$ cat src/rtl/usb_endp_pkg.sv
// ---------------------------------------------------------------------------
// usb_endp_pkg
//   Shared definitions for the USB IN endpoint register block.
//   - endp_state_t : transmit state machine encoding (also visible on the
//                    dbg_state port of usb_endpi_regs).
//   - CTRL_*       : bit positions inside the ENDPIn_CONTROL register.
// ---------------------------------------------------------------------------
package usb_endp_pkg;

  typedef enum logic [1:0] {
    IDLE    = 2'd0,  // CPU owns the buffer
    ARMED   = 2'd1,  // packet ready, waiting for an IN token
    SEND    = 2'd2,  // streaming bytes to the SIE transmitter
    WAIT_HS = 2'd3   // packet sent, waiting for ACK or timeout
  } endp_state_t;

  // CONTROL register layout
  localparam int CTRL_CNT_W = 7;   // [6:0] byte count (read-only)
  localparam int CTRL_READY = 8;   // write 1 arms the endpoint
  localparam int CTRL_TOGGLE = 9;  // DATA0/1 toggle (read-only)
  localparam int CTRL_STALL = 10;  // STALL enable (ENDP_STALL_EN builds only)
  localparam int CTRL_FLUSH = 11;  // write 1 empties the buffer, reads 0
  localparam int CTRL_DONE = 12;   // packet acknowledged, write 1 to clear
  localparam int CTRL_OVR = 13;    // rejected data write, write 1 to clear

endpackage

$ cat src/rtl/endp_buf.sv
// ---------------------------------------------------------------------------
// endp_buf
//   DEPTH x 8 packet buffer, one write port and one read port.
//   The read is registered: rd_data presents mem[rd_addr] one cycle after
//   rd_addr is applied. The top drives rd_addr with the *next* read pointer,
//   so the byte at the current pointer is always waiting on rd_data.
// Ports
//   clk      in   clock
//   wr_en    in   write strobe
//   wr_addr  in   write address
//   wr_data  in   write byte
//   rd_addr  in   read address (sampled every cycle)
//   rd_data  out  registered read byte
// ---------------------------------------------------------------------------
module endp_buf #(
  parameter int DEPTH = 64
) (
  input  logic                     clk,
  input  logic                     wr_en,
  input  logic [$clog2(DEPTH)-1:0] wr_addr,
  input  logic [7:0]               wr_data,
  input  logic [$clog2(DEPTH)-1:0] rd_addr,
  output logic [7:0]               rd_data
);

  logic [7:0] mem [DEPTH];
  logic [7:0] rd_data_d;
  logic [7:0] rd_data_q;

  assign rd_data_d = mem[rd_addr];

  always_ff @(posedge clk) begin
    if (wr_en) begin
      mem[wr_addr] <= wr_data;
    end
    rd_data_q <= rd_data_d;
  end

  assign rd_data = rd_data_q;

endmodule

$ cat src/rtl/usb_endpi_regs.sv
// ---------------------------------------------------------------------------
// usb_endpi_regs
//   Device-side register block for one USB IN endpoint. The CPU fills a byte
//   buffer through the DATA register (CTRL_ADDR+2) and arms the endpoint via
//   the CONTROL register (CTRL_ADDR). On an IN token the buffer is streamed to
//   the SIE transmitter; the block then waits for the host handshake and keeps
//   the DATA0/DATA1 toggle.
//
//   Build option: define ENDP_STALL_EN to make CONTROL[10] a read/write STALL
//   bit that answers IN tokens with tx_stall. Without it bit 10 reads 0 and
//   tx_stall is tied low.
//
// Ports
//   clk, reset        clock, synchronous active-high reset
//   io_addr/we/re     CPU I/O address and one-cycle write / read strobes
//   io_wdata          CPU write data
//   io_rdata          read data, registered: valid the cycle after io_re
//   in_token          IN token for this endpoint decoded (pulse)
//   setup_rcvd        SETUP received on this endpoint number (pulse)
//   hs_ack            host ACK received (pulse)
//   hs_timeout        handshake timeout (pulse)
//   tx_data/valid     packet byte, valid held until tx_ready
//   tx_ready          SIE consumed the byte this cycle
//   tx_last           final byte of the packet (with tx_valid)
//   tx_zlp            send a zero-length DATA packet (pulse)
//   tx_pid_data1      1 = DATA1 PID, 0 = DATA0 PID
//   tx_nak            reply NAK (pulse)
//   tx_stall          reply STALL (pulse)
//   dbg_state         current endp_state_t encoding
//
// Handshake: a byte moves from this block to the SIE on every rising edge
// where tx_valid and tx_ready are both high; tx_data/tx_last stay stable
// while tx_valid is high and tx_ready is low.
//
// Event ordering within one cycle: setup_rcvd beats every other SIE event;
// SIE events are evaluated first and a CPU write then applies to the state
// they produced.
// ---------------------------------------------------------------------------
module usb_endpi_regs
  import usb_endp_pkg::*;
#(
  parameter logic [15:0] CTRL_ADDR = 16'h5000,
  parameter int          DEPTH     = 64
) (
  input  logic        clk,
  input  logic        reset,
  input  logic [15:0] io_addr,
  input  logic        io_we,
  input  logic        io_re,
  input  logic [15:0] io_wdata,
  output logic [15:0] io_rdata,
  input  logic        in_token,
  input  logic        setup_rcvd,
  input  logic        hs_ack,
  input  logic        hs_timeout,
  output logic [7:0]  tx_data,
  output logic        tx_valid,
  input  logic        tx_ready,
  output logic        tx_last,
  output logic        tx_zlp,
  output logic        tx_pid_data1,
  output logic        tx_nak,
  output logic        tx_stall,
  output logic [1:0]  dbg_state
);

  localparam int          AW        = $clog2(DEPTH);
  localparam logic [15:0] DATA_ADDR = CTRL_ADDR + 16'd2;
  localparam logic [AW:0] FULL      = (AW+1)'(DEPTH);

  endp_state_t state_q, state_d;
  logic [AW:0]   wptr_q, wptr_d;   // doubles as the byte count
  logic [AW-1:0] rptr_q, rptr_d;
  logic          toggle_q, toggle_d;
  logic          done_q, done_d;
  logic          ovr_q, ovr_d;
  logic          nak_q, nak_d;
  logic          zlp_q, zlp_d;
  logic [15:0]   rdata_q, rdata_d;

  logic          hit_ctrl, hit_data, ctrl_wr, data_wr;
  logic          is_last;
  logic          stall_q;
  logic          stall_hit;        // IN token answered with STALL this cycle
  logic          buf_we;
  logic [AW-1:0] buf_waddr;
  logic [7:0]    buf_rdata;
  logic [15:0]   ctrl_word;
  logic          unused_wdata;

  assign hit_ctrl = (io_addr == CTRL_ADDR);
  assign hit_data = (io_addr == DATA_ADDR);
  assign ctrl_wr  = io_we && hit_ctrl;
  assign data_wr  = io_we && hit_data;
  assign is_last  = ({1'b0, rptr_q} == (wptr_q - (AW+1)'(1)));

  // Bits that carry no write meaning in this register map.
  assign unused_wdata = ^{io_wdata[15:14], io_wdata[10:9]};

`ifdef ENDP_STALL_EN
  logic stall_d;
  logic tx_stall_q;

  // STALL answers tokens in every state except SEND, where the token is
  // ignored like any other mid-packet token.
  assign stall_hit = in_token && stall_q && (state_q != SEND) && !setup_rcvd;

  always_comb begin
    stall_d = stall_q;
    if (setup_rcvd) stall_d = 1'b0;
    if (ctrl_wr)    stall_d = io_wdata[CTRL_STALL];
  end

  always_ff @(posedge clk) begin
    if (reset) begin
      stall_q    <= 1'b0;
      tx_stall_q <= 1'b0;
    end else begin
      stall_q    <= stall_d;
      tx_stall_q <= stall_hit;
    end
  end

  assign tx_stall = tx_stall_q;
`else
  assign stall_q   = 1'b0;
  assign stall_hit = 1'b0;
  assign tx_stall  = 1'b0;
`endif

  always_comb begin
    ctrl_word                   = '0;
    ctrl_word[CTRL_CNT_W-1:0]   = CTRL_CNT_W'(wptr_q);
    ctrl_word[CTRL_READY]       = (state_q != IDLE);
    ctrl_word[CTRL_TOGGLE]      = toggle_q;
    ctrl_word[CTRL_STALL]       = stall_q;
    ctrl_word[CTRL_DONE]        = done_q;
    ctrl_word[CTRL_OVR]         = ovr_q;
  end

  always_comb begin
    state_d   = state_q;
    wptr_d    = wptr_q;
    rptr_d    = rptr_q;
    toggle_d  = toggle_q;
    done_d    = done_q;
    ovr_d     = ovr_q;
    nak_d     = 1'b0;
    zlp_d     = 1'b0;
    rdata_d   = '0;
    buf_we    = 1'b0;
    buf_waddr = '0;

    // ---- SIE events ----
    if (setup_rcvd) begin
      state_d  = IDLE;
      wptr_d   = '0;
      rptr_d   = '0;
      toggle_d = 1'b1;
    end else begin
      unique case (state_q)
        IDLE: begin
          if (in_token && !stall_hit) nak_d = 1'b1;
        end
        ARMED: begin
          if (in_token && !stall_hit) begin
            rptr_d = '0;
            if (wptr_q == '0) begin
              zlp_d   = 1'b1;
              state_d = WAIT_HS;
            end else begin
              state_d = SEND;
            end
          end
        end
        SEND: begin
          if (tx_ready) begin
            if (is_last) state_d = WAIT_HS;
            else         rptr_d  = rptr_q + AW'(1);
          end
        end
        WAIT_HS: begin
          if (hs_ack) begin
            toggle_d = ~toggle_q;
            done_d   = 1'b1;
            wptr_d   = '0;
            rptr_d   = '0;
            state_d  = IDLE;
          end else if (hs_timeout) begin
            // Retransmit the same packet with the same PID on the next token.
            rptr_d  = '0;
            state_d = ARMED;
          end
        end
      endcase
    end

    // ---- CPU writes, applied on top of the SIE result ----
    if (ctrl_wr) begin
      if (io_wdata[CTRL_DONE]) done_d = 1'b0;
      if (io_wdata[CTRL_OVR])  ovr_d  = 1'b0;
      // FLUSH wins over a READY written in the same word.
      if (io_wdata[CTRL_FLUSH]) begin
        state_d = IDLE;
        wptr_d  = '0;
        rptr_d  = '0;
      end else if (io_wdata[CTRL_READY] && (state_d == IDLE)) begin
        state_d = ARMED;
      end
    end

    if (data_wr) begin
      if ((wptr_d == FULL) || (state_d != IDLE)) begin
        ovr_d = 1'b1;
      end else begin
        buf_we    = 1'b1;
        buf_waddr = wptr_d[AW-1:0];
        wptr_d    = wptr_d + (AW+1)'(1);
      end
    end

    // DATA reads return 0; only CONTROL has readable content.
    if (io_re && hit_ctrl) rdata_d = ctrl_word;
  end

  always_ff @(posedge clk) begin
    if (reset) begin
      state_q  <= IDLE;
      wptr_q   <= '0;
      rptr_q   <= '0;
      toggle_q <= 1'b0;
      done_q   <= 1'b0;
      ovr_q    <= 1'b0;
      nak_q    <= 1'b0;
      zlp_q    <= 1'b0;
      rdata_q  <= '0;
    end else begin
      state_q  <= state_d;
      wptr_q   <= wptr_d;
      rptr_q   <= rptr_d;
      toggle_q <= toggle_d;
      done_q   <= done_d;
      ovr_q    <= ovr_d;
      nak_q    <= nak_d;
      zlp_q    <= zlp_d;
      rdata_q  <= rdata_d;
    end
  end

  // Reading at rptr_d keeps mem[rptr_q] on buf_rdata every cycle, so the next
  // byte is already present when tx_ready advances the pointer.
  endp_buf #(
    .DEPTH(DEPTH)
  ) u_buf (
    .clk    (clk),
    .wr_en  (buf_we),
    .wr_addr(buf_waddr),
    .wr_data(io_wdata[7:0]),
    .rd_addr(rptr_d),
    .rd_data(buf_rdata)
  );

  assign tx_valid     = (state_q == SEND);
  assign tx_data      = tx_valid ? buf_rdata : 8'h00;
  assign tx_last      = tx_valid && is_last;
  assign tx_zlp       = zlp_q;
  assign tx_nak       = nak_q;
  assign tx_pid_data1 = toggle_q;
  assign io_rdata     = rdata_q;
  assign dbg_state    = state_q;

endmodule

$ cat config.mk
export PLATFORM = sky130hd
export DESIGN_NAME = usb_endpi_regs
export DESIGN_NICKNAME = d
export VERILOG_FILES = /design/src/rtl/usb_endp_pkg.sv /design/src/rtl/endp_buf.sv /design/src/rtl/usb_endpi_regs.sv
export SDC_FILE = /design/constraint.sdc
export NUM_CORES = 1
export LEC_CHECK = 0
export CORE_ASPECT_RATIO = 1.1
export CORE_MARGIN = 3
export CORE_UTILIZATION = 52
export CTS_CLUSTER_SIZE = 10
export DETAILED_ROUTE_END_ITERATION = 8
export DONT_BUFFER_PORTS = 1
export HOLD_SLACK_MARGIN = 0.1
export MAX_ROUTING_LAYER = met4
export PLACE_DENSITY = 0.67
export SLEW_MARGIN = 20
export SYNTH_ARGS = -nofsm -noshare
export SYNTH_HDL_FRONTEND = slang
export SYNTH_HIERARCHICAL = 1
export SYNTH_SLANG_ARGS = --single-unit
$ cat constraint.sdc
create_clock -name clk -period 7.5 [get_ports clk]
set_input_delay 0.75 -clock clk [delete_from_list [all_inputs] [get_ports clk]]
set_output_delay 0.75 -clock clk [all_outputs]
set_load 0.01 [all_outputs]
# Yosys cells after proc, flatten, opt, wreduce, memory -nomap -nowiden
# Memories as Yosys holds them, arrays and structs flattened. A register that Yosys moved wholly into a read port is not among the register bits.
# Index checks and enable logic that the tools add are counted.
dict set report totals {
  input_bits 41
  output_inout_bits 32
  register_bits 36
  ram_bits 512
  n_memories 1
  word_cells 91
}
dict set report op_classes {
  n_bitwise 5
  n_eq_ne 7
  add_sub_neg 3
  reduce_logical 17
  n_mux 48
}
# memory depth word_bits read_ports rd_ports_with_merged_regs write_ports line
set memory_table {}
lappend memory_table {u_buf.mem 64 8 1 1 1 endp_buf.sv:26} ;# logic [7:0] mem [DEPTH];
# cell n
set ops {}
lappend ops {{6-bit two-way mux} 10}
lappend ops {{7-bit two-way mux} 7}
lappend ops {{16-bit by 15-bit equality test with 1-bit output, second input constant} 2}
lappend ops {{1-bit two-way mux} 19}
lappend ops {{2-bit two-way mux} 9}
lappend ops {{6-bit one-hot mux with 3 select lines} 1}
lappend ops {{8-bit two-way mux} 1}
lappend ops {{2-bit nonzero test} 4}
lappend ops {{7-bit by 1-bit adder with 7-bit output, second input constant} 1}
lappend ops {{6-bit by 7-bit equality test with 1-bit output} 1}
lappend ops {{7-bit equality test, second input constant} 1}
lappend ops {{7-bit logical NOT} 1}
lappend ops {{7-bit by 1-bit subtractor with 7-bit output, second input constant} 1}
lappend ops {{6-bit by 1-bit adder with 6-bit output, second input constant} 1}
lappend ops {{2-bit one-hot mux with 3 select lines} 1}
lappend ops {{1-bit logical AND} 5}
lappend ops {{1-bit NOT} 5}
lappend ops {{2-bit equality test, second input constant} 2}
lappend ops {{2-bit logical NOT} 2}
lappend ops {{4-bit OR reduction} 1}
lappend ops {{3-bit OR reduction} 1}
lappend ops {{2-bit by 1-bit equality test with 1-bit output, second input constant} 1}
lappend ops {{2-bit AND reduction} 1}
lappend ops {{2-bit OR reduction} 1}
lappend ops {{1-bit logical OR} 1}

# Logic depth before layout (Yosys ltp)
dict set report logic_depth {
  ltp_word 17
  mapped_depth 19
  ltp_nobuf 14
}

# Cells and area by module
# The synthesis kept the hierarchy.
# module seq_area_each_um2 n_inst cells_each area_each_um2
set by_module_without_submodules {}
lappend by_module_without_submodules {endp_buf 15534.9 1 940 20166.8}
lappend by_module_without_submodules {usb_endpi_regs 620.6 1 246 1976.9}

# Worst setup path after synthesis
# OpenSTA, ideal clock, no wires.
dict set report synth_path {
  path_kind {input to register}
  start {in io_addr[12]}
  end {mem u_buf.mem[48][0], enable pin}
  path_stages 14
  t_arrival_ns 3.847
  slack_ns 3.269
  path_buffers 1
  cell_sequence {nor3b_1 -> and4_1 -> clkbuf_1 -> a21oi_1 -> nand3_1 -> ha_1 -> and4b_1 -> a21boi_0 -> nand4_1 -> nor2_1 -> and2_1 -> nor2b_1 -> nand4b_1 -> nor3_1}
}
dict set report synth_between {
  elab_cells_between_ends 15
}
# item line
set synth_rtl {}
lappend synth_rtl {{start: declaration} usb_endpi_regs.sv:47} ;# input logic [15:0] io_addr,
lappend synth_rtl {{16-bit by 15-bit equality test with 1-bit output} usb_endpi_regs.sv:91} ;# assign hit_ctrl = (io_addr == CTRL_ADDR);
lappend synth_rtl {{1-bit logical AND} usb_endpi_regs.sv:93} ;# assign ctrl_wr = io_we && hit_ctrl;
lappend synth_rtl {{7-bit two-way mux or 2-bit two-way mux (tied branches)} usb_endpi_regs.sv:199} ;# if (ctrl_wr) begin
lappend synth_rtl {{7-bit equality test or 2-bit nonzero test (tied branches)} usb_endpi_regs.sv:213} ;# if ((wptr_d == FULL) || (state_d != IDLE)) begin
lappend synth_rtl {{1-bit logical OR} usb_endpi_regs.sv:213}
lappend synth_rtl {{6-bit two-way mux} usb_endpi_regs.sv:213}
lappend synth_rtl {{6-bit two-way mux (*)} usb_endpi_regs.sv:212} ;# if (data_wr) begin
lappend synth_rtl {{via buf_waddr[5]} usb_endpi_regs.sv:86} ;# logic [AW-1:0] buf_waddr;
lappend synth_rtl {{end: declaration} endp_buf.sv:26}
# Mark *: on every way through the listed nets, which the timed path passes. The rest lies on a longest branch.

# Final worst setup path
dict set report layout_path {
  start {in io_addr[12]}
  end {mem u_buf.mem[27][0], enable pin}
}
# The elaborated chain is that of the path after synthesis.

==> results.toml <==
[power]
power.density_nw_per_um2 = 244
p_switching_w = 0.00109
p_clk_share_pct = 43.3
vdd_drop_max_mv = 0.174
p_int_w = 0.00485
power_leakage_nw = 7.26
p_sw_share_pct = 18.4
power_frac_seq_pct = 56.5
comb_power_share_pct = 0.1

[global_route]
grt_use_total_pct = 21.9
use_met1_pct = 29.9
grt_pass1_wl_mm = 71.9
globalRouteOverflowTotal = 0
grt_pass1_vias = 11200
use_met3_pct = 4.89
antenna_found_initial = 0
grt_max_degree = 66
use_met2_pct = 34.0
grt_most_used_layer = "met2"

[timing]
setup_tns_ns = 0
fin_ws_ns = 1.93
max_freq_mhz = 180
hold_violations = 0
fin_crit_sh_pct = 74.2
rsz0062_at_grt = "false"
skew_ns = 0.0138
slew_viol_final = 0
max_slew.worst_pin.slew_ns = 1.10
setup_viol = 0
min_period_ns = 5.57
whs_ns = 0.224
max-slew-margin-rel_pct = 24.7

[place]
place_inst = 1692
pre_cts_slack_ns = 1.43
io_buffer_count = 0
dpl.hpwl_mm = 28.6
gp_congestion = 0.801

[synth]
yosys.area.top_type_share_pct = 69.4
synth-seq-cells = 551
synth-edff-count = 512
synth-main-ff-cell = "edfxtp_1"
synth.area.top_cells = "edfxtp_1 69%, mux4_2 13%, dfxtp_1 3.5%"
synth_top_cells_by_count = "512 x edfxtp_1, 126 x mux4_2, 97 x nor2_1"
ys_types = 66
synth_top_cell_by_area = "edfxtp_1"
synth_cells = 1186
synth.cell_area_um2 = 22100
synthMostInstantiatedCell = "edfxtp_1"
syn_avg_cell_area_um2 = 18.7
synth-async-reset-ratio_pct = 0
yosysSeqAreaShare_pct = 73.0
ys_warn_count = 6

[layout]
finalNetCount = 1242
instances_no_fill = 1784
final_core_util_pct = 58.3
area.growth.synth_to_final_pct = 9.71
layout-drive-gt1-share_pct = 19.0
fill_cells = 3104

[route]
vias = 11200
drt-wirelength-per-cell_um = 26.8
routed_via_density = 6.26
routed_wl_mm = 47.9
drc = 0
dr.first_iter.drc_count = 1154
dr.pass1.iters = 7
antenna_left = 0

[worst_hold_path]
hp-class = "in -> reg"
worstHoldStart = "reset"
hold_end = "wptr_q[2]"
hold-path-cell-count = 1

[clocking]
cts_tree = "yes"
htree_num_levels = 2
cts-hold-fix-buffers = 0
clockBufferDepth = 3
insertion_delay_ns = 0.59
cts_resized = 0
postCtsSetupBuffers = 0
clock-sinks = 551
clk_pin_slew_worst_paths_ns = 0.06
cts_buffers = 61
cts_root_buf = "clkbuf_16"

[job]
cap_violations = 0

[die]
fp-row-count = 78
io_pins = 73
die_x_um = 203
die_h_um = 222
start_util_pct = 53.1
core_um2 = 41700
die_area_um2 = 45100

[setup_path]
reg2reg_to = "u_buf/mem[27][0]"
worst_r2r_path_depth = 10
cp_top_family = "simple AND/OR/NAND/NOR gates"
cp_cell_sequence = "nor3b_1 > and4_1 > a21oi_1 > nand3_1 > ha_1 > and4b_1 > a21boi_0 > nand4_1 > nor2_1 > nor2b_1 > nand3_1 > nor2_1"
worstSetupStartpointType = "input pin"
worst_path_max_delay_cell = "nor2_1"
r2r_slack_ns = 2.29
critical_path.max_fanout = 16
critical_path_required_ns = 7.71
worst_setup_path_end_kind = "register"
worst_path_largest_cell_delay_ns = 0.93
cp.arrival_ns = 5.78
r2r-start = "dbg_state[1]"
path_class = "in -> reg"
critPathBufInv = 0

[status]
status = "complete, no violations"
[worst max path at each step]
stage | from | end | slack (ns) | cells after the start
2_1_floorplan | io_addr[12] | u_buf/mem[48][0] | 3.27 | 14
3_3_place_gp | io_addr[12] | u_buf/mem[23][7] | 1.54 | 11
3_5_place_dp | io_addr[12] | u_buf/mem[23][7] | 1.43 | 11
4_1_cts | io_addr[12] | u_buf/mem[23][1] | 2.04 | 11
5_1_grt | io_addr[12] | u_buf/mem[23][6] | 1.50 | 11
6_report | io_addr[12] | u_buf/mem[27][0] | 1.93 | 12
[through the flow]
step	area, um^2	power, W
3_3_place_gp	22600	0.00343
5_1_grt	24300	0.00612
6_report	24300	0.00594
4_1_cts	24300	0.00599
3_5_place_dp	22600	0.00343
2_1_floorplan	22200	0.00343
[state kept, by name (all words and copies together) (netlist names)]
name	cells
u_buf/rd_data	8
rptr_q	6
tx_pid_data1	1
io_rdata	11
dbg_state	2
tx_zlp	1
wptr_q	7
ovr_q	1
done_q	1
u_buf/mem	512
tx_nak	1
[cells by family after synthesis]
family	Yosys count	synth area share, %
flops	551	73.0
simple gates	277	6.31
mux	165	14.7
compound gates	95	3.19
buf+inv	82	2.15
xor+xnor	9	0.356
fa+ha+maj	6	0.339
other cells	1	0.0169
[power groups by stage]
| stage | Combinational (W) | Sequential, W | Clock [W] |
|---|---|---|---|
| floorplan | 0.0000114 | 0.00342 | 0 |
| global placement | 0.00000840 | 0.00342 | 0 |
| detailed placement | 0.00000853 | 0.00342 | 0 |
| CTS | 0.00000856 | 0.00336 | 0.00262 |
| global route | 0.00000951 | 0.00335 | 0.00276 |
| finish | 0.00000865 | 0.00336 | 0.00257 |
[cell type report]
cell class	count	area, um^2	share of cell area, %
multi-input cells	558	5580	22.9
inverters	9	33.8	0.139
repair buffers	14	143	0.587
diodes	1	2.50	0.0103
clock inverters	4	50.0	0.206
well taps	560	701	2.88
clock buffers	87	1630	6.73
flip-flops and latches	551	16200	66.5
[cells in the final DEF, fill, tap and decap left out, drive strengths merged, types with 8 or more instances in the layout]
| cell type | n |
|---|---|
| dfxtp | 39 |
| nand2 | 45 |
| nor2b | 16 |
| mux4 | 126 |
| and2 | 25 |
| o221ai | 8 |
| nor2 | 97 |
| nor3 | 13 |
| nand4 | 8 |
| o21ai | 10 |
| o22ai | 8 |
| nand2b | 10 |
| a21oi | 13 |
| nand3 | 29 |
| a31oi | 8 |
| mux2 | 14 |
| inv | 10 |
| mux2i | 25 |
| buf | 14 |
| edfxtp | 512 |
| clkbuf | 87 |
[metal layers]
layer / up-vias / part of all wire (%)
met5: - / 0
met4: 0 / 2.4
li1: 4790 / -
met3: 72 / 8.6
met2: 446 / 49
met1: 5854 / 40
No activity file was read; power rests on OpenSTA's default activity.
